$ cat src/rtl/key_lock_pkg.sv
// Shared encodings for the keypad code lock: FSM states and
// the function-key values produced by the keypad scanner.
package key_lock_pkg;

    typedef enum logic [1:0] {
        ST_ENTRY   = 2'd0,
        ST_OPEN    = 2'd1,
        ST_SETCODE = 2'd2,
        ST_LOCKOUT = 2'd3
    } state_t;

    localparam logic [3:0] KEY_ENTER = 4'hA;
    localparam logic [3:0] KEY_BS    = 4'hB;
    localparam logic [3:0] KEY_CLR   = 4'hC;
    localparam logic [3:0] KEY_SET   = 4'hD;

    function automatic logic is_digit(input logic [3:0] k);
        return k <= 4'd9;
    endfunction

endpackage

$ cat src/rtl/key_code_lock_if.sv
// Key input strobe and lock status bundle between the keypad
// front end (master) and the code lock (slave).
interface key_code_lock_if;

    logic [3:0]  key_data;
    logic        key_flag;
    logic [15:0] disp;
    logic [2:0]  disp_cnt;
    logic        unlock;
    logic        alarm;
    logic        err;
    logic [1:0]  state;

    modport master (
        output key_data, key_flag,
        input  disp, disp_cnt, unlock, alarm, err, state
    );

    modport slave (
        input  key_data, key_flag,
        output disp, disp_cnt, unlock, alarm, err, state
    );

endinterface

$ cat src/rtl/ms_tick.sv
// Free-running modulo-T1MS prescaler; tick is high for one
// clock every T1MS clocks, starting T1MS-1 clocks after reset.
module ms_tick #(
    parameter int T1MS = 50_000
) (
    input  logic clk,
    input  logic rst_n,
    output logic tick
);

    localparam int PW = (T1MS > 1) ? $clog2(T1MS) : 1;

    logic [PW-1:0] r_cnt;

    assign tick = (r_cnt == PW'(T1MS - 1));

    always_ff @(posedge clk or negedge rst_n) begin
        if (!rst_n) begin
            r_cnt <= '0;
        end else if (tick) begin
            r_cnt <= '0;
        end else begin
            r_cnt <= r_cnt + 1'b1;
        end
    end

endmodule

$ cat src/rtl/key_code_lock.sv
// Four-digit keypad code lock with timed unlock, code change
// and alarm lockout after repeated wrong codes.
module key_code_lock
    import key_lock_pkg::*;
#(
    parameter int          T1MS       = 50_000,
    parameter int          UNLOCK_MS  = 5_000,
    parameter int          LOCKOUT_MS = 10_000,
    parameter int          MAX_FAIL   = 3,
    parameter logic [15:0] INIT_CODE  = 16'h1234
) (
    input  logic           clk,
    input  logic           rst_n,
    key_code_lock_if.slave bus
);

    localparam int TMAX = (UNLOCK_MS > LOCKOUT_MS) ? UNLOCK_MS : LOCKOUT_MS;
    localparam int TW   = $clog2(TMAX + 1);
    localparam int FW   = $clog2(MAX_FAIL + 1);

    state_t        r_state, w_state;
    logic [15:0]   r_disp, w_disp, w_ed_disp;
    logic [2:0]    r_cnt, w_cnt, w_ed_cnt;
    logic [15:0]   r_code, w_code;
    logic [FW-1:0] r_fail, w_fail;
    logic [TW-1:0] r_ms, w_ms;
    logic          r_err, w_err;

    logic w_tick, w_open_to, w_lock_to, w_full;
    logic w_dig, w_ent, w_bs, w_clr, w_set;

    ms_tick #(.T1MS(T1MS)) u_tick (
        .clk   (clk),
        .rst_n (rst_n),
        .tick  (w_tick)
    );

    assign w_dig = bus.key_flag && is_digit(bus.key_data);
    assign w_ent = bus.key_flag && (bus.key_data == KEY_ENTER);
    assign w_bs  = bus.key_flag && (bus.key_data == KEY_BS);
    assign w_clr = bus.key_flag && (bus.key_data == KEY_CLR);
    assign w_set = bus.key_flag && (bus.key_data == KEY_SET);

    assign w_full    = (r_cnt == 3'd4);
    assign w_open_to = w_tick && (r_ms == TW'(UNLOCK_MS - 1));
    assign w_lock_to = w_tick && (r_ms == TW'(LOCKOUT_MS - 1));

    // Buffer editing shared by ENTRY and SETCODE
    always_comb begin
        w_ed_disp = r_disp;
        w_ed_cnt  = r_cnt;
        unique case (1'b1)
            w_dig: begin
                if (!w_full) begin
                    w_ed_disp = {r_disp[11:0], bus.key_data};
                    w_ed_cnt  = r_cnt + 3'd1;
                end
            end
            w_bs: begin
                if (r_cnt != 3'd0) begin
                    w_ed_disp = r_disp >> 4;
                    w_ed_cnt  = r_cnt - 3'd1;
                end
            end
            w_clr: begin
                w_ed_disp = '0;
                w_ed_cnt  = '0;
            end
            default: ;
        endcase
    end

    always_comb begin
        w_state = r_state;
        w_disp  = r_disp;
        w_cnt   = r_cnt;
        w_code  = r_code;
        w_fail  = r_fail;
        w_err   = 1'b0;
        w_ms    = r_ms;
        unique case (r_state)
            ST_ENTRY: begin
                if (w_ent) begin
                    w_disp = '0;
                    w_cnt  = '0;
                    if (w_full && (r_disp == r_code)) begin
                        w_state = ST_OPEN;
                        w_fail  = '0;
                    end else begin
                        w_err = 1'b1;
                        if (r_fail != FW'(MAX_FAIL)) begin
                            w_fail = r_fail + 1'b1;
                        end
                        if (w_fail == FW'(MAX_FAIL)) begin
                            w_state = ST_LOCKOUT;
                        end
                    end
                end else begin
                    w_disp = w_ed_disp;
                    w_cnt  = w_ed_cnt;
                end
            end
            ST_OPEN: begin
                // A timeout on the same cycle as a key drops the key
                if (w_open_to || w_clr) begin
                    w_state = ST_ENTRY;
                end else if (w_set) begin
                    w_state = ST_SETCODE;
                    w_disp  = '0;
                    w_cnt   = '0;
                end
            end
            ST_SETCODE: begin
                unique case (1'b1)
                    w_ent: begin
                        if (w_full) begin
                            w_code  = r_disp;
                            w_disp  = '0;
                            w_cnt   = '0;
                            w_state = ST_ENTRY;
                        end
                    end
                    w_clr: begin
                        w_disp  = '0;
                        w_cnt   = '0;
                        w_state = ST_ENTRY;
                    end
                    default: begin
                        w_disp = w_ed_disp;
                        w_cnt  = w_ed_cnt;
                    end
                endcase
            end
            ST_LOCKOUT: begin
                if (w_lock_to) begin
                    w_state = ST_ENTRY;
                    w_fail  = '0;
                    w_disp  = '0;
                    w_cnt   = '0;
                end
            end
        endcase
        if (w_state != r_state) begin
            w_ms = '0;
        end else if (w_tick && (r_state == ST_OPEN || r_state == ST_LOCKOUT)) begin
            w_ms = r_ms + 1'b1;
        end
    end

    always_ff @(posedge clk or negedge rst_n) begin
        if (!rst_n) begin
            r_state <= ST_ENTRY;
            r_disp  <= '0;
            r_cnt   <= '0;
            r_code  <= INIT_CODE;
            r_fail  <= '0;
            r_ms    <= '0;
            r_err   <= 1'b0;
        end else begin
            r_state <= w_state;
            r_disp  <= w_disp;
            r_cnt   <= w_cnt;
            r_code  <= w_code;
            r_fail  <= w_fail;
            r_ms    <= w_ms;
            r_err   <= w_err;
        end
    end

    assign bus.disp     = r_disp;
    assign bus.disp_cnt = r_cnt;
    assign bus.unlock   = (r_state == ST_OPEN);
    assign bus.alarm    = (r_state == ST_LOCKOUT);
    assign bus.err      = r_err;
    assign bus.state    = r_state;

endmodule

$ cat src/flat_wrapper.sv
// flat-port wrapper written by rule: the top's interface ports become plain ports
module key_code_lock_flat import key_lock_pkg::*;
#(
    parameter int          T1MS       = 50_000,
    parameter int          UNLOCK_MS  = 5_000,
    parameter int          LOCKOUT_MS = 10_000,
    parameter int          MAX_FAIL   = 3,
    parameter logic [15:0] INIT_CODE  = 16'h1234
)
  (clk, rst_n, bus_key_data, bus_key_flag, bus_disp, bus_disp_cnt, bus_unlock, bus_alarm, bus_err, bus_state);
  key_code_lock_if bus_i ();
  input  logic clk;
  input  logic rst_n;
  input wire logic [$bits(bus_i.key_data)-1:0] bus_key_data;
  input wire logic [$bits(bus_i.key_flag)-1:0] bus_key_flag;
  output wire logic [$bits(bus_i.disp)-1:0] bus_disp;
  output wire logic [$bits(bus_i.disp_cnt)-1:0] bus_disp_cnt;
  output wire logic [$bits(bus_i.unlock)-1:0] bus_unlock;
  output wire logic [$bits(bus_i.alarm)-1:0] bus_alarm;
  output wire logic [$bits(bus_i.err)-1:0] bus_err;
  output wire logic [$bits(bus_i.state)-1:0] bus_state;
  assign bus_i.key_data = bus_key_data;
  assign bus_i.key_flag = bus_key_flag;
  assign bus_disp = bus_i.disp;
  assign bus_disp_cnt = bus_i.disp_cnt;
  assign bus_unlock = bus_i.unlock;
  assign bus_alarm = bus_i.alarm;
  assign bus_err = bus_i.err;
  assign bus_state = bus_i.state;
  key_code_lock #(.T1MS(T1MS), .UNLOCK_MS(UNLOCK_MS), .LOCKOUT_MS(LOCKOUT_MS), .MAX_FAIL(MAX_FAIL), .INIT_CODE(INIT_CODE)) u_core (.clk(clk), .rst_n(rst_n), .bus(bus_i));
endmodule
$ cat config.mk
export PLATFORM = sky130hd
export DESIGN_NAME = key_code_lock_flat
export DESIGN_NICKNAME = d
export VERILOG_FILES = /design/src/rtl/key_lock_pkg.sv /design/src/rtl/key_code_lock_if.sv /design/src/rtl/ms_tick.sv /design/src/rtl/key_code_lock.sv /design/src/flat_wrapper.sv
export SDC_FILE = /design/constraint.sdc
export NUM_CORES = 1
export LEC_CHECK = 0
export ABC_AREA = 1
export CAP_MARGIN = 15
export CORE_UTILIZATION = 48
export CTS_BUF_LIST = sky130_fd_sc_hd__clkbuf_8
export DETAILED_ROUTE_END_ITERATION = 6
export PLACE_DENSITY = 0.68
export SLEW_MARGIN = 20
export SYNTH_ARGS = -nofsm -noshare
export SYNTH_HDL_FRONTEND = slang
export SYNTH_SLANG_ARGS = --single-unit
$ cat constraint.sdc
create_clock -name clk -period 2.81 [get_ports clk]
set_input_delay 0.281 -clock clk [delete_from_list [all_inputs] [get_ports clk]]
set_output_delay 0.281 -clock clk [all_outputs]
set_load 0.02 [all_outputs]
* After elaboration in Yosys (flattened, before gate mapping)
Cells that the tools add are included.
** Cells by class
- Reductions and logical operators :: 18
- Muxes and demuxes :: 43
- Magnitude comparators :: 1
- $add $sub $neg :: 5
- Eq/ne operators :: 20
** Operators with widths (number)
- 16-bit 2-to-1 mux :: 8
- 16-bit case mux with 4 select lines :: 1
- 16-bit case mux with 3 select lines :: 1
- 16-bit case mux with 2 select lines :: 1
- 14-bit 2-to-1 mux :: 2
- 2-bit 2-to-1 mux :: 14
- 3-bit 2-to-1 mux :: 7
- 16-bit by 1-bit adder with 16-bit output, second input constant :: 1
- 16-bit == test :: 1
- 16-bit == test, second input constant :: 1
- 4-bit == test, second input constant :: 4
- 14-bit by 1-bit adder with 14-bit output, second input constant :: 1
- 14-bit by 13-bit == test with 1-bit output, second input constant :: 1
- 14-bit == test, second input constant :: 1
- 3-bit case mux with 4 select lines :: 1
- 1-bit logical AND :: 9
- 3-bit case mux with 3 select lines :: 1
- 2-bit case mux with 2 select lines :: 2
- 2-bit case mux with 4 select lines :: 1
- 2-bit == test, second input constant :: 3
- 2-bit by 1-bit inequality test with 1-bit output, second input constant :: 3
- 3-bit case mux with 2 select lines :: 1
- 3-bit AND reduction :: 2
- 4-bit less-or-equal comparator, second input constant :: 1
- 14 further kinds :: 19
** Storage, ports and cells
- Output and inout bits :: 24
- Register bits after elaboration :: 70
- Logic and storage cells :: 95
- Bits of input ports :: 7

* Longest topological paths before layout
Gate-level depths: netlist (run 1).
- Word-level depth :: 12
- Depth in mapped cells :: 15
- Depth with buffers taken out :: 14

* By module
A second synthesis (run 1) with hierarchy kept.
** Unflattened totals
- Cells, all modules :: 533
- Area, all modules :: 3936.3 um^2
** By module, submodules not included
- key_code_lock :: times used 1, area each 3059.2 um^2, seq. area each 1357.6 um^2, cells an instance 412
- ms_tick :: times used 1, area each 877.1 um^2, seq. area each 400.4 um^2, cells an instance 121

* Least setup slack after synthesis (run 1)
No wires, ideal clock.
- Path kind :: flip-flop to flip-flop
- Start :: register u_core.r_cnt[0], in the netlist u_core.bus.disp_cnt[0]
- End :: register u_core.r_ms[6]
- Setup time :: 124 ps
- Stages on the path, launching flop included :: 15
- Period minus slack after synthesis :: 1998 ps
- Arrival :: 1874 ps
- Required time :: 2686 ps
- Path buffers :: 1
- Path slack :: 812 ps
- Cells stage by stage :: dfrtp_1 inv_1 ha_1 nand2_1 a21oi_1 nand3_1 nor2_1 nand4_1 nand2_1 nand2_1 nand2_2 nand2_2 nand2_4 buf_6 nor3_2
** On the way
- Word-level cells in the longest chain between the ends :: 7
- Elaborated cells between the ends (all ways) :: 10
- Those cells by class :: eq/ne (2); mux (6); reduce/logical (2)
** RTL lines
- start: declaration :: RTL line key_code_lock.sv:23 : logic [2:0] r_cnt, w_cnt, w_ed_cnt;
- start signal: assignment :: RTL line key_code_lock.sv:162 : r_cnt <= w_cnt;
- 3-bit == test (*) :: RTL line key_code_lock.sv:44 : assign w_full = (r_cnt == 3'd4);
- 1-bit logical AND :: RTL line key_code_lock.sv:86 : if (w_full && (r_disp == r_code)) begin
- 2-bit 2-to-1 mux :: RTL line key_code_lock.sv:86
- 2-bit 2-to-1 mux :: RTL line key_code_lock.sv:83 : if (w_ent) begin
- 2-bit case mux with 4 select lines (*) :: RTL line key_code_lock.sv:81 : unique case (r_state)
- 2-bit inequality test (*) :: RTL line key_code_lock.sv:143 : if (w_state != r_state) begin
- 14-bit 2-to-1 mux / 2-bit nonzero test (equally long branches)
- end signal: assignment :: RTL line key_code_lock.sv:165 : r_ms <= w_ms;
- end: declaration :: RTL line key_code_lock.sv:26 : logic [TW-1:0] r_ms, w_ms;
Mark *: on every way between the ends. The rest lies on a longest branch, timed or not.
A chain may end at the register's enable or synchronous reset.

* Worst setup path after layout (run 1)
- Start :: register u_core.r_cnt[1], in the netlist u_core.bus.disp_cnt[1]
- End :: register u_core.r_ms[2]
Same word-level chain as after synthesis.

==> impl_metrics.prom, run 1 <==
# TYPE chip_impl_metric gauge
chip_impl_metric{name="vias_per_cell",unit=""} 5.29
chip_impl_metric{name="layout.cell_area.non_filler",unit="um^2"} 4890
chip_impl_metric{name="vias",unit=""} 3656
chip_impl_info{name="rsz0062_at_grt",value="no"} 1
chip_impl_metric{name="timing.critical_path.required",unit="ns"} 3.03
chip_impl_metric{name="die_height",unit="um"} 96.0
chip_impl_metric{name="power.leakage",unit="uW"} 0.00239
chip_impl_metric{name="synthesis.instances",unit=""} 545
chip_impl_info{name="worstReg2RegEnd",value="u_core.r_ms[2]"} 1
chip_impl_metric{name="detail_route.wirelength.met1",unit="mm"} 4.22
chip_impl_metric{name="antenna_cells",unit=""} 0
chip_impl_metric{name="global_route_wire_length_before_repair",unit="mm"} 15.9
chip_impl_info{name="post-synth-top-area-cell",value="dfrtp_1"} 1
chip_impl_metric{name="layout.area.seq",unit="um^2"} 1760
chip_impl_metric{name="ys_async_sr_fraction",unit="%"} 100
chip_impl_info{name="ys_top_cells_by_area",value="dfrtp_1 (38%), nand2_1 (9.4%), inv_1 (6.7%)"} 1
chip_impl_info{name="ys.flop_type",value="dfrtp_1"} 1
chip_impl_metric{name="area_delta_synth_final",unit="%"} 15.2
chip_impl_metric{name="finalHoldViolations",unit=""} 0
chip_impl_metric{name="track_usage",unit="%"} 22.5
chip_impl_metric{name="synth.yosys.warnings",unit=""} 0
chip_impl_metric{name="yosys.cell_types.count",unit=""} 42
chip_impl_metric{name="tritoncts_num_sinks",unit=""} 70
chip_impl_info{name="setup.worst_path.end",value="u_core.r_ms[2]"} 1
chip_impl_metric{name="post_synth_net_total",unit=""} 561
chip_impl_metric{name="initial_core_utilization",unit="%"} 50.6
chip_impl_metric{name="grt_max_degree",unit=""} 38
chip_impl_info{name="root_buffer",value="clkbuf_8"} 1
chip_impl_metric{name="overflow",unit=""} 0
chip_impl_info{name="critical_path_class",value="register to register"} 1
chip_impl_metric{name="grt_pass1_vias",unit=""} 3490
chip_impl_metric{name="finish.net_count",unit=""} 597
chip_impl_metric{name="critical_path_peak_fanout",unit=""} 14
chip_impl_metric{name="number_of_remaining_drc_errors",unit=""} 0
chip_impl_metric{name="number_of_enable_type_register_cells_in_the_synthesized_netlist",unit=""} 0
chip_impl_metric{name="clock_latency",unit="ns"} 0.35
chip_impl_metric{name="routed-wl-met3",unit="um"} 401
chip_impl_metric{name="core_area",unit="um^2"} 8380
chip_impl_metric{name="syn_avg_cell_area",unit="um^2"} 7.78
chip_impl_metric{name="final_util",unit="%"} 58.3
chip_impl_metric{name="synth.top_cell.area_share",unit="%"} 38.3
chip_impl_metric{name="timing.final.crit_period",unit="ns"} 2.25
chip_impl_metric{name="fp-row-count",unit=""} 33
chip_impl_metric{name="multiInputGateArea",unit="um^2"} 2100
chip_impl_metric{name="final-setup-viol-count",unit=""} 0
chip_impl_metric{name="worst_slew_pin_slew",unit="ns"} 0.446
chip_impl_metric{name="postSynthRegisterBits",unit=""} 70
chip_impl_info{name="crit-reg2reg-launch",value="u_core.bus.disp_cnt[1]"} 1
chip_impl_metric{name="cellPowerDensity",unit="nW/um^2"} 414
chip_impl_info{name="worstSetupStartpointType",value="register"} 1
chip_impl_info{name="tritoncts_clock_tree",value="done"} 1
chip_impl_metric{name="gp_routability_congestion",unit=""} 0.876
chip_impl_metric{name="postCtsSetupBuffers",unit=""} 0
chip_impl_metric{name="final_antenna_net_count",unit=""} 0
chip_impl_metric{name="worst-r2r-cell-count",unit=""} 11
chip_impl_metric{name="worst_slew_margin",unit="%"} 70.2
chip_impl_metric{name="setup.reg_to_reg.worst_slack",unit="ns"} 0.56
chip_impl_metric{name="setup_total_negative_slack",unit="ns"} 0
chip_impl_metric{name="netlist_area",unit="um^2"} 4240
chip_impl_metric{name="detailed_route_iter0_violations",unit=""} 214
chip_impl_metric{name="detailed_place_hpwl",unit="mm"} 6.89
chip_impl_info{name="top_layer",value="met4"} 1
chip_impl_metric{name="clockBufferDepth",unit=""} 2
chip_impl_metric{name="layout_worst_path_cycle_share",unit="%"} 80.2
chip_impl_metric{name="finClkSkew",unit="ns"} 0.00806
chip_impl_metric{name="clock.fmax",unit="GHz"} 0.444
chip_impl_metric{name="max-cap-violations",unit=""} 0
chip_impl_metric{name="drt_pre_antenna_iters",unit=""} 5
chip_impl_metric{name="pin_count",unit=""} 31
chip_impl_metric{name="grt_antenna_before_repair",unit=""} 0
chip_impl_metric{name="ys_seq_area_share",unit="%"} 41.4
chip_impl_metric{name="peak_supply_drop",unit="mV"} 0.257
chip_impl_metric{name="clkSlewWorstSetupHoldPaths",unit="ns"} 0.08
chip_impl_metric{name="avgRoutedWirePerCell",unit="um"} 13.4
chip_impl_metric{name="dieArea",unit="um^2"} 9220
chip_impl_metric{name="numPortBuffers",unit=""} 30
chip_impl_metric{name="routed_wirelength",unit="mm"} 9.28
chip_impl_metric{name="timing.critical_path.arrival",unit="ns"} 2.47
chip_impl_metric{name="timing.final.max_slew_violations",unit=""} 0
chip_impl_metric{name="share_of_post_route_cells_with_drive_strength_above_1",unit="%"} 13.5
chip_impl_metric{name="die_width",unit="um"} 96.0
chip_impl_info{name="run_status",value="completed"} 1
chip_impl_metric{name="placed_area",unit="um^2"} 4650
chip_impl_info{name="holdCritPathClass",value="input pin to async pin"} 1
chip_impl_info{name="timing.critical_path.from",value="u_core.bus.disp_cnt[1]"} 1
chip_impl_metric{name="met2WireLength",unit="mm"} 4.54
chip_impl_info{name="setup.worst_path.end_class",value="register"} 1
chip_impl_metric{name="number_of_buffers_created_by_cts",unit=""} 9
chip_impl_metric{name="htree_levels",unit=""} 3
chip_impl_metric{name="filler_cell_count",unit=""} 774
==> layout by cell type (no fill, tap or decap), drive strengths merged, types with 2 or more instances in the layout <==
cell           Yosys  routed
inv               86      87
buf                5       5
o21ai             46      46
a21oi              9       9
clkbuf             5      10
dfstp              5       5
xnor2              8       8
dfrtp             65      65
nand4              8       8
nor4               3       3
a221oi             2       2
nand2            122     122
xor2              11      11
clkdlybuf4s50      0      29
nand3b             3       3
bufinv             0       2
nor2              64      64
o211ai             2       2
ha                 9       9
clkinv             0       2
nand3             43      43
nor3              23      23
o22ai             19      19
==> metal layers <==
layer	track usage (%)	vias to the layer above
li1	-	1837
met1	28.8	1715
met2	38.5	90
met3	4.34	14
met4	6.72	0
met5	0	-
==> per-stage QoR <==
step	setup WS, ns	hold WS (ns)	instances	total power [uW]
2_1_floorplan	0.812	-0.0146	545	1060
3_3_place_gp	0.497	0.204	674	1100
3_5_place_dp	0.392	0.206	674	1100
4_1_cts	0.549	0.364	691	2040
5_1_grt	0.327	0.398	691	2100
6_report	0.558	0.363	691	2020
==> sequential cells by signal, summed over array words and instances, names as in the netlist <==
signal               cells
u_core.bus.disp         16
u_core.r_code           16
u_core.u_tick.r_cnt     16
u_core.r_ms             14
u_core.bus.disp_cnt      3
u_core.bus.state         2
u_core.r_fail            2
u_core.bus.err           1
==> worst max-delay path, stage by stage, from the launching register on <==
cell and delay [ns]:
dfrtp_1 0.43, inv_1 0.11, ha_1 0.21, nand2_1 0.15, a21oi_1 0.14, nand3_1 0.11, nor2_1 0.16, nand4_1 0.15
nand2_1 0.13, nand3_1 0.09, nand2_2 0.32, nor3_1 0.09
==> area by class of cell <==
| cell class | count | area share, % |
|---|---|---|
| sequential | 70 | 36.0 |
| clock buffer | 10 | 2.82 |
| clock inverter | 6 | 1.92 |
| inverter | 86 | 6.60 |
| tap | 105 | 2.69 |
| multi-input combinational | 379 | 42.9 |
| timing repair buffer | 35 | 7.12 |
==> Yosys cell counts, types with 2 or more instances <==
| library cell | number |
|---|---|
| nand2_1 | 106 |
| inv_1 | 76 |
| dfrtp_1 | 65 |
| nor2_1 | 57 |
| nand3_1 | 40 |
| o21ai_0 | 37 |
| o22ai_1 | 19 |
| nand2_2 | 13 |
| nor3_1 | 11 |
| nor3_2 | 11 |
| xor2_1 | 11 |
| inv_2 | 10 |
| ha_1 | 9 |
| o21ai_1 | 9 |
| a21oi_1 | 8 |
| xnor2_1 | 8 |
| nand4_1 | 7 |
| clkbuf_1 | 5 |
| dfstp_2 | 5 |
| buf_6 | 3 |
| nand2_4 | 3 |
| nand3_2 | 3 |
| nand3b_1 | 3 |
| nor2_2 | 3 |
| nor2_4 | 3 |
| a221oi_1 | 2 |
| nor4_1 | 2 |
| o211ai_1 | 2 |
==> cell families (layout without fill, tap and decap cells) <==
| group | after synthesis | after routing | share of synthesized area (%) |
|---|---|---|---|
| and+or+nand+nor | 268 | 268 | 31.5 |
| adders and majority gates | 9 | 9 | 2.65 |
| buffers and inverters | 96 | 137 | 9.14 |
| DFF | 70 | 70 | 41.4 |
| AOI/OAI and AO/OA | 82 | 82 | 11.1 |
| xor gates and xnor gates | 19 | 19 | 3.92 |
| muxes | 1 | 1 | 0.236 |
==> timing repair <==
action / in CTS / in global routing
resized for setup: 0 / 0
endpoints found under the setup margin: 0 / 0
hold buffers: 1 / 0
endpoints found under the hold margin: 12 / 0
==> how the worst min path moves through the flow <==
stage | startpoint | cells after the start | end
floorplan | rst_n | 0 | u_core.bus.disp[0]
global placement | rst_n | 1 | u_core.u_tick.r_cnt[3]
detailed placement | rst_n | 1 | u_core.u_tick.r_cnt[6]
CTS | rst_n | 2 | u_core.u_tick.r_cnt[6]
global route | rst_n | 2 | u_core.u_tick.r_cnt[6]
finish | rst_n | 2 | u_core.u_tick.r_cnt[6]
==> power breakdown <==
| group | internal [uW] | switching [uW] | total (uW) |
|---|---|---|---|
| clock | 530 | 415 | 945 |
| combinational | 22.3 | 49.9 | 72.2 |
| sequential | 1010 | 0 | 1010 |
Power figures use the tool's default switching activity.
==> inputs of run 2 (changes only) <==
Settings changed: PLACE_DENSITY 0.68 to 0.71.
Clock period 2.81 ns to 1.9 ns, I/O delays scaled along.
==> run 2 against run 1 <==
Net effect: utilization up 9.1 points; clock skew up 0.0026 ns; combinational power up 83%; setup slack worse by 0.53 ns; register-to-register slack worse by 0.53 ns; first-iteration DRC count down 9.8%; hold slack better by 0.048 ns; highest routed layer unchanged.
==> impl_metrics.prom, run 2 (synthesized netlist as in run 1, its figures left out) <==
# TYPE chip_impl_metric gauge
chip_impl_info{name="run_status",value="completed"} 1
chip_impl_metric{name="detailed_route_iter0_violations",unit=""} 193
chip_impl_metric{name="drt_pre_antenna_iters",unit=""} 4
chip_impl_metric{name="die_width",unit="um"} 96.0
chip_impl_metric{name="core_area",unit="um^2"} 8380
chip_impl_metric{name="critical-path-max-stage-delay",unit="ns"} 0.45
chip_impl_metric{name="worst_slew_margin",unit="%"} 75.7
chip_impl_info{name="holdCritPathClass",value="input pin to async pin"} 1
chip_impl_metric{name="vias_per_cell",unit=""} 5.18
chip_impl_metric{name="dieArea",unit="um^2"} 9220
chip_impl_metric{name="worst_slew_pin_slew",unit="ns"} 0.364
chip_impl_metric{name="number_of_buffers_created_by_cts",unit=""} 9
chip_impl_info{name="worstReg2RegEnd",value="u_core.r_ms[0]"} 1
chip_impl_info{name="mostFrequentLayoutCells",value="nand2_1 (96), inv_1 (73), dfrtp_1 (63), buf_4 (60), nor2_1 (50)"} 1
chip_impl_metric{name="detailed_place_hpwl",unit="mm"} 7.26
chip_impl_metric{name="grt_max_degree",unit=""} 71
chip_impl_info{name="rsz0062_at_grt",value="yes"} 1
chip_impl_info{name="mostFrequentLayoutCell",value="nand2_1"} 1
chip_impl_metric{name="antenna_cells",unit=""} 0
chip_impl_info{name="setup.worst_path.end_class",value="register"} 1
chip_impl_metric{name="final_antenna_net_count",unit=""} 0
chip_impl_metric{name="finish.net_count",unit=""} 661
chip_impl_metric{name="grt_pass1_vias",unit=""} 3685
chip_impl_metric{name="track_usage",unit="%"} 23.3
chip_impl_metric{name="finalHoldViolations",unit=""} 0
chip_impl_info{name="path_delay_family",value="simple AND/OR/NAND/NOR gates"} 1
chip_impl_metric{name="vias",unit=""} 3910
chip_impl_metric{name="avgRoutedWirePerCell",unit="um"} 13.5
chip_impl_metric{name="dpl.cell_count",unit=""} 726
chip_impl_metric{name="clkSlewWorstSetupHoldPaths",unit="ns"} 0.08
chip_impl_metric{name="number_of_remaining_drc_errors",unit=""} 0
chip_impl_info{name="worstSetupStartpointType",value="register"} 1
chip_impl_metric{name="clock_latency",unit="ns"} 0.34
chip_impl_metric{name="setup_total_negative_slack",unit="ns"} 0
chip_impl_metric{name="setup.reg_to_reg.worst_slack",unit="ns"} 0.03
chip_impl_metric{name="holdWs",unit="ns"} 0.411
chip_impl_metric{name="peak_supply_drop",unit="mV"} 0.383
chip_impl_metric{name="fp-row-count",unit=""} 33
chip_impl_metric{name="layout.area.seq",unit="um^2"} 1760
chip_impl_info{name="critical_path_class",value="register to register"} 1
chip_impl_metric{name="pin_count",unit=""} 31
chip_impl_metric{name="cellPowerDensity",unit="nW/um^2"} 542
chip_impl_metric{name="share_of_post_route_cells_with_drive_strength_above_1",unit="%"} 29.1
chip_impl_metric{name="layout_worst_path_cycle_share",unit="%"} 98.6
chip_impl_metric{name="worst-r2r-cell-count",unit=""} 10
chip_impl_metric{name="multiInputGateArea",unit="um^2"} 2320
chip_impl_metric{name="filler_cell_count",unit=""} 694
chip_impl_metric{name="clockBufferDepth",unit=""} 2
chip_impl_info{name="tritoncts_clock_tree",value="done"} 1
chip_impl_metric{name="timing.final.crit_period",unit="ns"} 1.87
chip_impl_metric{name="timing.final.max_slew_violations",unit=""} 0
chip_impl_metric{name="global_route_wire_length_before_repair",unit="mm"} 16.6
chip_impl_metric{name="critical_path_peak_fanout",unit=""} 7
chip_impl_metric{name="count_of_placed_standard_cells_in_the_final_layout_fillers_left_out",unit=""} 755
chip_impl_info{name="critPathSlowestCell",value="dfrtp_1"} 1
chip_impl_metric{name="clock.fmax",unit="GHz"} 0.534
chip_impl_metric{name="power.leakage",unit="uW"} 0.00275
chip_impl_metric{name="area_delta_synth_final",unit="%"} 33.2
chip_impl_metric{name="numPortBuffers",unit=""} 30
chip_impl_metric{name="finClkSkew",unit="ns"} 0.0106
chip_impl_info{name="cp_cell_sequence",value="inv_1, ha_1, nand3_1, nand3_2, nand2_2, nand2_2, nand2_2, nand2_4, nand2_8, nor3_1"} 1
chip_impl_metric{name="timing.critical_path.required",unit="ns"} 2.16
chip_impl_info{name="crit-reg2reg-launch",value="u_core.bus.state[0]"} 1
chip_impl_metric{name="gp_routability_congestion",unit=""} 0.951
chip_impl_metric{name="critPathBufInv",unit=""} 1
chip_impl_info{name="root_buffer",value="clkbuf_8"} 1
chip_impl_metric{name="max-cap-violations",unit=""} 0
chip_impl_metric{name="tritoncts_num_sinks",unit=""} 70
chip_impl_metric{name="initial_core_utilization",unit="%"} 50.6
chip_impl_metric{name="grt_antenna_before_repair",unit=""} 0
chip_impl_metric{name="htree_levels",unit=""} 3
chip_impl_metric{name="final-setup-viol-count",unit=""} 0
chip_impl_metric{name="timing.critical_path.arrival",unit="ns"} 2.13
chip_impl_metric{name="routed_wirelength",unit="mm"} 10.2
chip_impl_metric{name="die_height",unit="um"} 96.0
chip_impl_metric{name="overflow",unit=""} 0
chip_impl_info{name="crit_path_frequent_cell",value="nand2_2"} 1
==> run 2: cell types whose count changed in the layout (fill, tap and decap cells not counted), sizes merged <==
| cell | before | now |
|---|---|---|
| nand2 | 122 | 123 |
| bufinv | 2 | 3 |
| clkbuf | 10 | 9 |
| clkdlybuf4s50 | 29 | 27 |
| clkinv | 2 | 0 |
| buf | 5 | 68 |
| dlygate4sd2 | 0 | 2 |
| inv | 87 | 89 |
==> run 2: layout make-up <==
cell class                      instances  area share [%]
Timing Repair Buffer                   98            15.5
Inverter                               86            5.75
Clock inverter                          7            2.01
Multi-Input combinational cell        380            41.1
Sequential cell                        70            31.1
Clock buffer                            9            2.19
Tap cell                              105            2.32
==> run 2: worst reg2reg max path: cells and delay by family, from the launching register on <==
kind                     cells  cell delay [ns]
flip-flops                   1             0.45
buffers and inverters        1             0.22
adder cells (fa/ha/maj)      1             0.28
AND/OR/NAND/NOR              8             0.85
==> run 2: power by group <==
| group | leakage (uW) | switching, uW | internal (uW) |
|---|---|---|---|
| Combinational | 0.00186 | 81.1 | 50.7 |
| Clock | 0.000122 | 577 | 868 |
| Sequential | 0.000767 | 0 | 1490 |
| Total | 0.00275 | 658 | 2410 |
==> run 2: metrics by stage <==
| step | instance area [um^2] | power [uW] | worst slack (ns) | util (%) |
|---|---|---|---|---|
| 2_1_floorplan | 4270 | 1560 | 0.0377 | - |
| 3_3_place_gp | 5110 | 1650 | -0.122 | 61.0 |
| 3_5_place_dp | 5110 | 1650 | -0.221 | 61.0 |
| 4_1_cts | 5410 | 3100 | -0.00816 | 64.5 |
| 5_1_grt | 5650 | 3170 | -0.101 | 67.4 |
| 6_report | 5650 | 3070 | 0.0266 | 67.4 |
==> run 2: repair_timing <==
action / 4_1_cts / 5_1_grt
endpoints found under the hold margin: 65 / 0
buffers inserted: 2 / 9
hold buffers: 1 / 0
pin swaps: 2 / 16
setup endpoints to repair: 29 / 38
resized for setup: 11 / 49
cloned: 0 / 1
==> run 2: layer usage <==
| layer | up-vias | global-route usage (%) | share of wire [%] |
|---|---|---|---|
| li1 | 1965 | - | - |
| met1 | 1848 | 28.5 | 44 |
| met2 | 85 | 42.0 | 52 |
| met3 | 12 | 4.27 | 3.4 |
| met4 | 0 | 6.22 | 1.3 |
| met5 | - | 0 | 0 |
==> run 2: worst max-delay path by stage <==
stage	from	to	depth (start not counted)
after detailed placement	bus_key_data[3]	u_core.bus.disp[12]	11
after floorplan	u_core.bus.disp_cnt[0]	u_core.r_ms[6]	14
after global routing	u_core.u_tick.r_cnt[1]	u_core.bus.disp[1]	11
final	u_core.bus.state[0]	u_core.r_ms[0]	10
after CTS	u_core.bus.disp_cnt[0]	u_core.r_ms[0]	13
after global placement	bus_key_data[3]	u_core.bus.disp[6]	11
==> inputs of run 3 (changes only) <==
--- a/config.mk
+++ b/config.mk
@@ -7,10 +7,10 @@
 export LEC_CHECK = 0
 export ABC_AREA = 1
-export CAP_MARGIN = 15
+export CAP_MARGIN = 5
 export CORE_UTILIZATION = 48
 export CTS_BUF_LIST = sky130_fd_sc_hd__clkbuf_8
 export DETAILED_ROUTE_END_ITERATION = 6
 export PLACE_DENSITY = 0.71
-export SLEW_MARGIN = 20
+export SLEW_MARGIN = 5
 export SYNTH_ARGS = -nofsm -noshare
 export SYNTH_HDL_FRONTEND = slang
==> constraint.sdc (replaced) <==
create_clock -name clk -period 1.9 [get_ports clk]
set_input_delay 0.38 -clock clk [delete_from_list [all_inputs] [get_ports clk]]
set_output_delay 0.38 -clock clk [all_outputs]
set_load 0.02 [all_outputs]
==> run 3 against run 2 <==
Net effect: the run now ends with setup timing left; first-iteration DRC count down 2.1%; global-route usage up 0.44 points; via count up 1.7%; die area unchanged; maximum frequency down 3.4%; combinational power about the same; hold slack worse by 0.34 ns; setup slack worse by 0.066 ns; design area down 0.60%; clock power down 22%; sequential power about the same; critical path type unchanged; largest power group unchanged.
==> impl_metrics.prom, run 3 (synthesized netlist as in run 1, its figures left out) <==
# TYPE chip_impl_metric gauge
chip_impl_metric{name="routed_wirelength",unit="mm"} 10.5
chip_impl_metric{name="final-setup-viol-count",unit=""} 10
chip_impl_info{name="mostFrequentLayoutCell",value="nand2_1"} 1
chip_impl_info{name="violations",value="setup timing"} 1
chip_impl_metric{name="timing.final.max_slew_violations",unit=""} 0
chip_impl_metric{name="worst-r2r-cell-count",unit=""} 14
chip_impl_metric{name="core_area",unit="um^2"} 8380
chip_impl_info{name="setup.worst_path.end_class",value="register"} 1
chip_impl_metric{name="layout_worst_path_cycle_share",unit="%"} 102
chip_impl_info{name="tritoncts_clock_tree",value="done"} 1
chip_impl_metric{name="drt_pre_antenna_iters",unit=""} 5
chip_impl_metric{name="global_route_wire_length_before_repair",unit="mm"} 17.0
chip_impl_metric{name="fin_ws",unit="ns"} -0.0393
chip_impl_metric{name="clockBufferDepth",unit=""} 2
chip_impl_metric{name="number_of_buffers_created_by_cts",unit=""} 9
chip_impl_metric{name="finalHoldViolations",unit=""} 0
chip_impl_metric{name="die_width",unit="um"} 96.0
chip_impl_info{name="mostFrequentLayoutCells",value="nand2_1 (99), inv_1 (74), dfrtp_1 (62), buf_4 (60), nor2_1 (49)"} 1
chip_impl_info{name="worstSetupStartpointType",value="register"} 1
chip_impl_metric{name="critical_path_peak_fanout",unit=""} 7
chip_impl_metric{name="timing.final.crit_period",unit="ns"} 1.94
chip_impl_metric{name="met2WireLength",unit="mm"} 5.40
chip_impl_metric{name="place_worst_setup_slack",unit="ns"} -0.414
chip_impl_metric{name="initial_core_utilization",unit="%"} 50.6
chip_impl_info{name="timing.critical_path.from",value="u_core.bus.disp_cnt[0]"} 1
chip_impl_info{name="run_status",value="finished with violations"} 1
chip_impl_metric{name="fp-row-count",unit=""} 33
chip_impl_metric{name="detail_route.wirelength.met1",unit="mm"} 4.58
chip_impl_metric{name="gp_routability_congestion",unit=""} 0.901
chip_impl_metric{name="share_of_post_route_cells_with_drive_strength_above_1",unit="%"} 28.0
chip_impl_metric{name="detailed_place_hpwl",unit="mm"} 7.49
chip_impl_info{name="critical_path_class",value="register to register"} 1
chip_impl_metric{name="area_delta_synth_final",unit="%"} 32.4
chip_impl_metric{name="finClkSkew",unit="ns"} 0.0129
chip_impl_metric{name="numPortBuffers",unit=""} 30
chip_impl_metric{name="worst_slew_margin",unit="%"} 75.8
chip_impl_metric{name="antenna_cells",unit=""} 0
chip_impl_metric{name="die_height",unit="um"} 96.0
chip_impl_metric{name="dpl.cell_count",unit=""} 731
chip_impl_metric{name="timing.critical_path.required",unit="ns"} 2.16
chip_impl_metric{name="max-cap-violations",unit=""} 0
chip_impl_info{name="holdCritPathClass",value="input pin to async pin"} 1
chip_impl_info{name="root_buffer",value="clkbuf_8"} 1
chip_impl_metric{name="holdWs",unit="ns"} 0.0680
chip_impl_metric{name="detailed_route_iter0_violations",unit=""} 189
chip_impl_metric{name="tritoncts_num_sinks",unit=""} 70
chip_impl_info{name="setup.worst_path.end",value="u_core.r_ms[3]"} 1
chip_impl_metric{name="vias",unit=""} 3976
chip_impl_metric{name="vias_per_cell",unit=""} 5.27
chip_impl_metric{name="count_of_placed_standard_cells_in_the_final_layout_fillers_left_out",unit=""} 755
chip_impl_metric{name="clock.fmax",unit="GHz"} 0.516
chip_impl_metric{name="pin_count",unit=""} 31
chip_impl_info{name="worstReg2RegEnd",value="u_core.r_ms[3]"} 1
chip_impl_metric{name="number_of_remaining_drc_errors",unit=""} 0
chip_impl_metric{name="final_antenna_net_count",unit=""} 0
chip_impl_info{name="rsz0062_at_grt",value="yes"} 1
chip_impl_metric{name="power.leakage",unit="uW"} 0.00275
chip_impl_metric{name="setup.reg_to_reg.worst_slack",unit="ns"} -0.04
chip_impl_metric{name="track_usage",unit="%"} 23.8
chip_impl_info{name="crit-reg2reg-launch",value="u_core.bus.disp_cnt[0]"} 1
chip_impl_info{name="top_layer",value="met4"} 1
chip_impl_metric{name="grt_pass1_vias",unit=""} 3752
chip_impl_metric{name="clkSlewWorstSetupHoldPaths",unit="ns"} 0.08
chip_impl_metric{name="htree_levels",unit=""} 3
chip_impl_metric{name="timing.critical_path.arrival",unit="ns"} 2.20
chip_impl_metric{name="clock_latency",unit="ns"} 0.34
chip_impl_metric{name="worst_slew_pin_slew",unit="ns"} 0.363
chip_impl_metric{name="holdBufCountCts",unit=""} 0
chip_impl_metric{name="grt_max_degree",unit=""} 71
chip_impl_metric{name="cellPowerDensity",unit="nW/um^2"} 489
chip_impl_metric{name="routed-wl-met3",unit="um"} 454
chip_impl_metric{name="overflow",unit=""} 0
chip_impl_metric{name="avgRoutedWirePerCell",unit="um"} 14.0
chip_impl_metric{name="finish.net_count",unit=""} 661
chip_impl_metric{name="peak_supply_drop",unit="mV"} 0.438
chip_impl_metric{name="dieArea",unit="um^2"} 9220
chip_impl_metric{name="grt_antenna_before_repair",unit=""} 0
[run 3: changes by cell type in the layout (fill, tap and decap cells not counted), moves of 3 or more]
| cell | change |
|---|---|
| o22ai_2 | -5 |
| nand2_4 | +3 |
| o22ai_1 | +5 |
| nand2_1 | +3 |
| clkbuf_8 | +3 |
| bufinv_16 | -3 |
| o21ai_1 | -3 |
| nand2_2 | -5 |
| clkdlybuf4s50_1 | -3 |
| o21ai_2 | -4 |
| dlymetal6s2s_1 | +3 |
| nand3_1 | -3 |
| o21ai_0 | +7 |
[run 3: layer usage]
layer  vias to the layer above  track usage [%]
met5                         -                0
met4                         0             5.60
met3                        10             4.66
met2                       106             42.3
met1                      1886             29.5
li1                       1974                -
[run 3: repair_timing]
item,in CTS,in global routing
setup buffers,3,3
gates resized for setup,12,38
cloned,0,2
setup endpoints to repair,29,40
pin swaps,1,8
[run 3: worst min path at each step]
stage | end | start | cells past startpoint
2_1_floorplan | u_core.bus.disp[0] | rst_n | 0
3_3_place_gp | u_core.u_tick.r_cnt[7] | rst_n | 2
3_5_place_dp | u_core.u_tick.r_cnt[7] | rst_n | 2
4_1_cts | u_core.r_ms[6] | rst_n | 2
5_1_grt | u_core.r_ms[6] | rst_n | 2
6_report | u_core.r_ms[6] | rst_n | 2
[run 3: worst max-delay path: stages, from the launching register on]
cell,delay (ns)
dfrtp_2,0.42
inv_2,0.08
ha_4,0.14
nand2_2,0.07
buf_4,0.15
inv_1,0.09
nor2_1,0.05
nand2_1,0.05
nand2_1,0.05
nand3_1,0.06
nand4_1,0.16
nand3_2,0.13
nand2_4,0.08
clkbuf_16,0.17
nor3_2,0.17
[run 3: stage by stage]
step	setup TNS, ns	utilization (%)	cell area, um^2	total power (uW)
after global placement	-10.09	61.6	5160	1650
after global routing	-2.73	67.0	5620	2850
after detailed placement	-12.61	61.6	5160	1650
after floorplan	0	-	4270	1560
after CTS	-0.0107	64.5	5400	2760
final	-0.105	67.0	5620	2750
[run 3: where the power goes]
part           internal [uW]  switching [uW]
logic                   52.0            83.4
clock network            575             548
registers               1490               0
total                   2120             631
[run 3: final cells by class]
type	instances	area (um^2)
multi-input cells	380	2310
flip-flops and latches	70	1760
fillers	707	2760
clock inverters	4	22.5
clock buffers	12	165
well taps	105	131
repair buffers	98	907
inverters	86	325
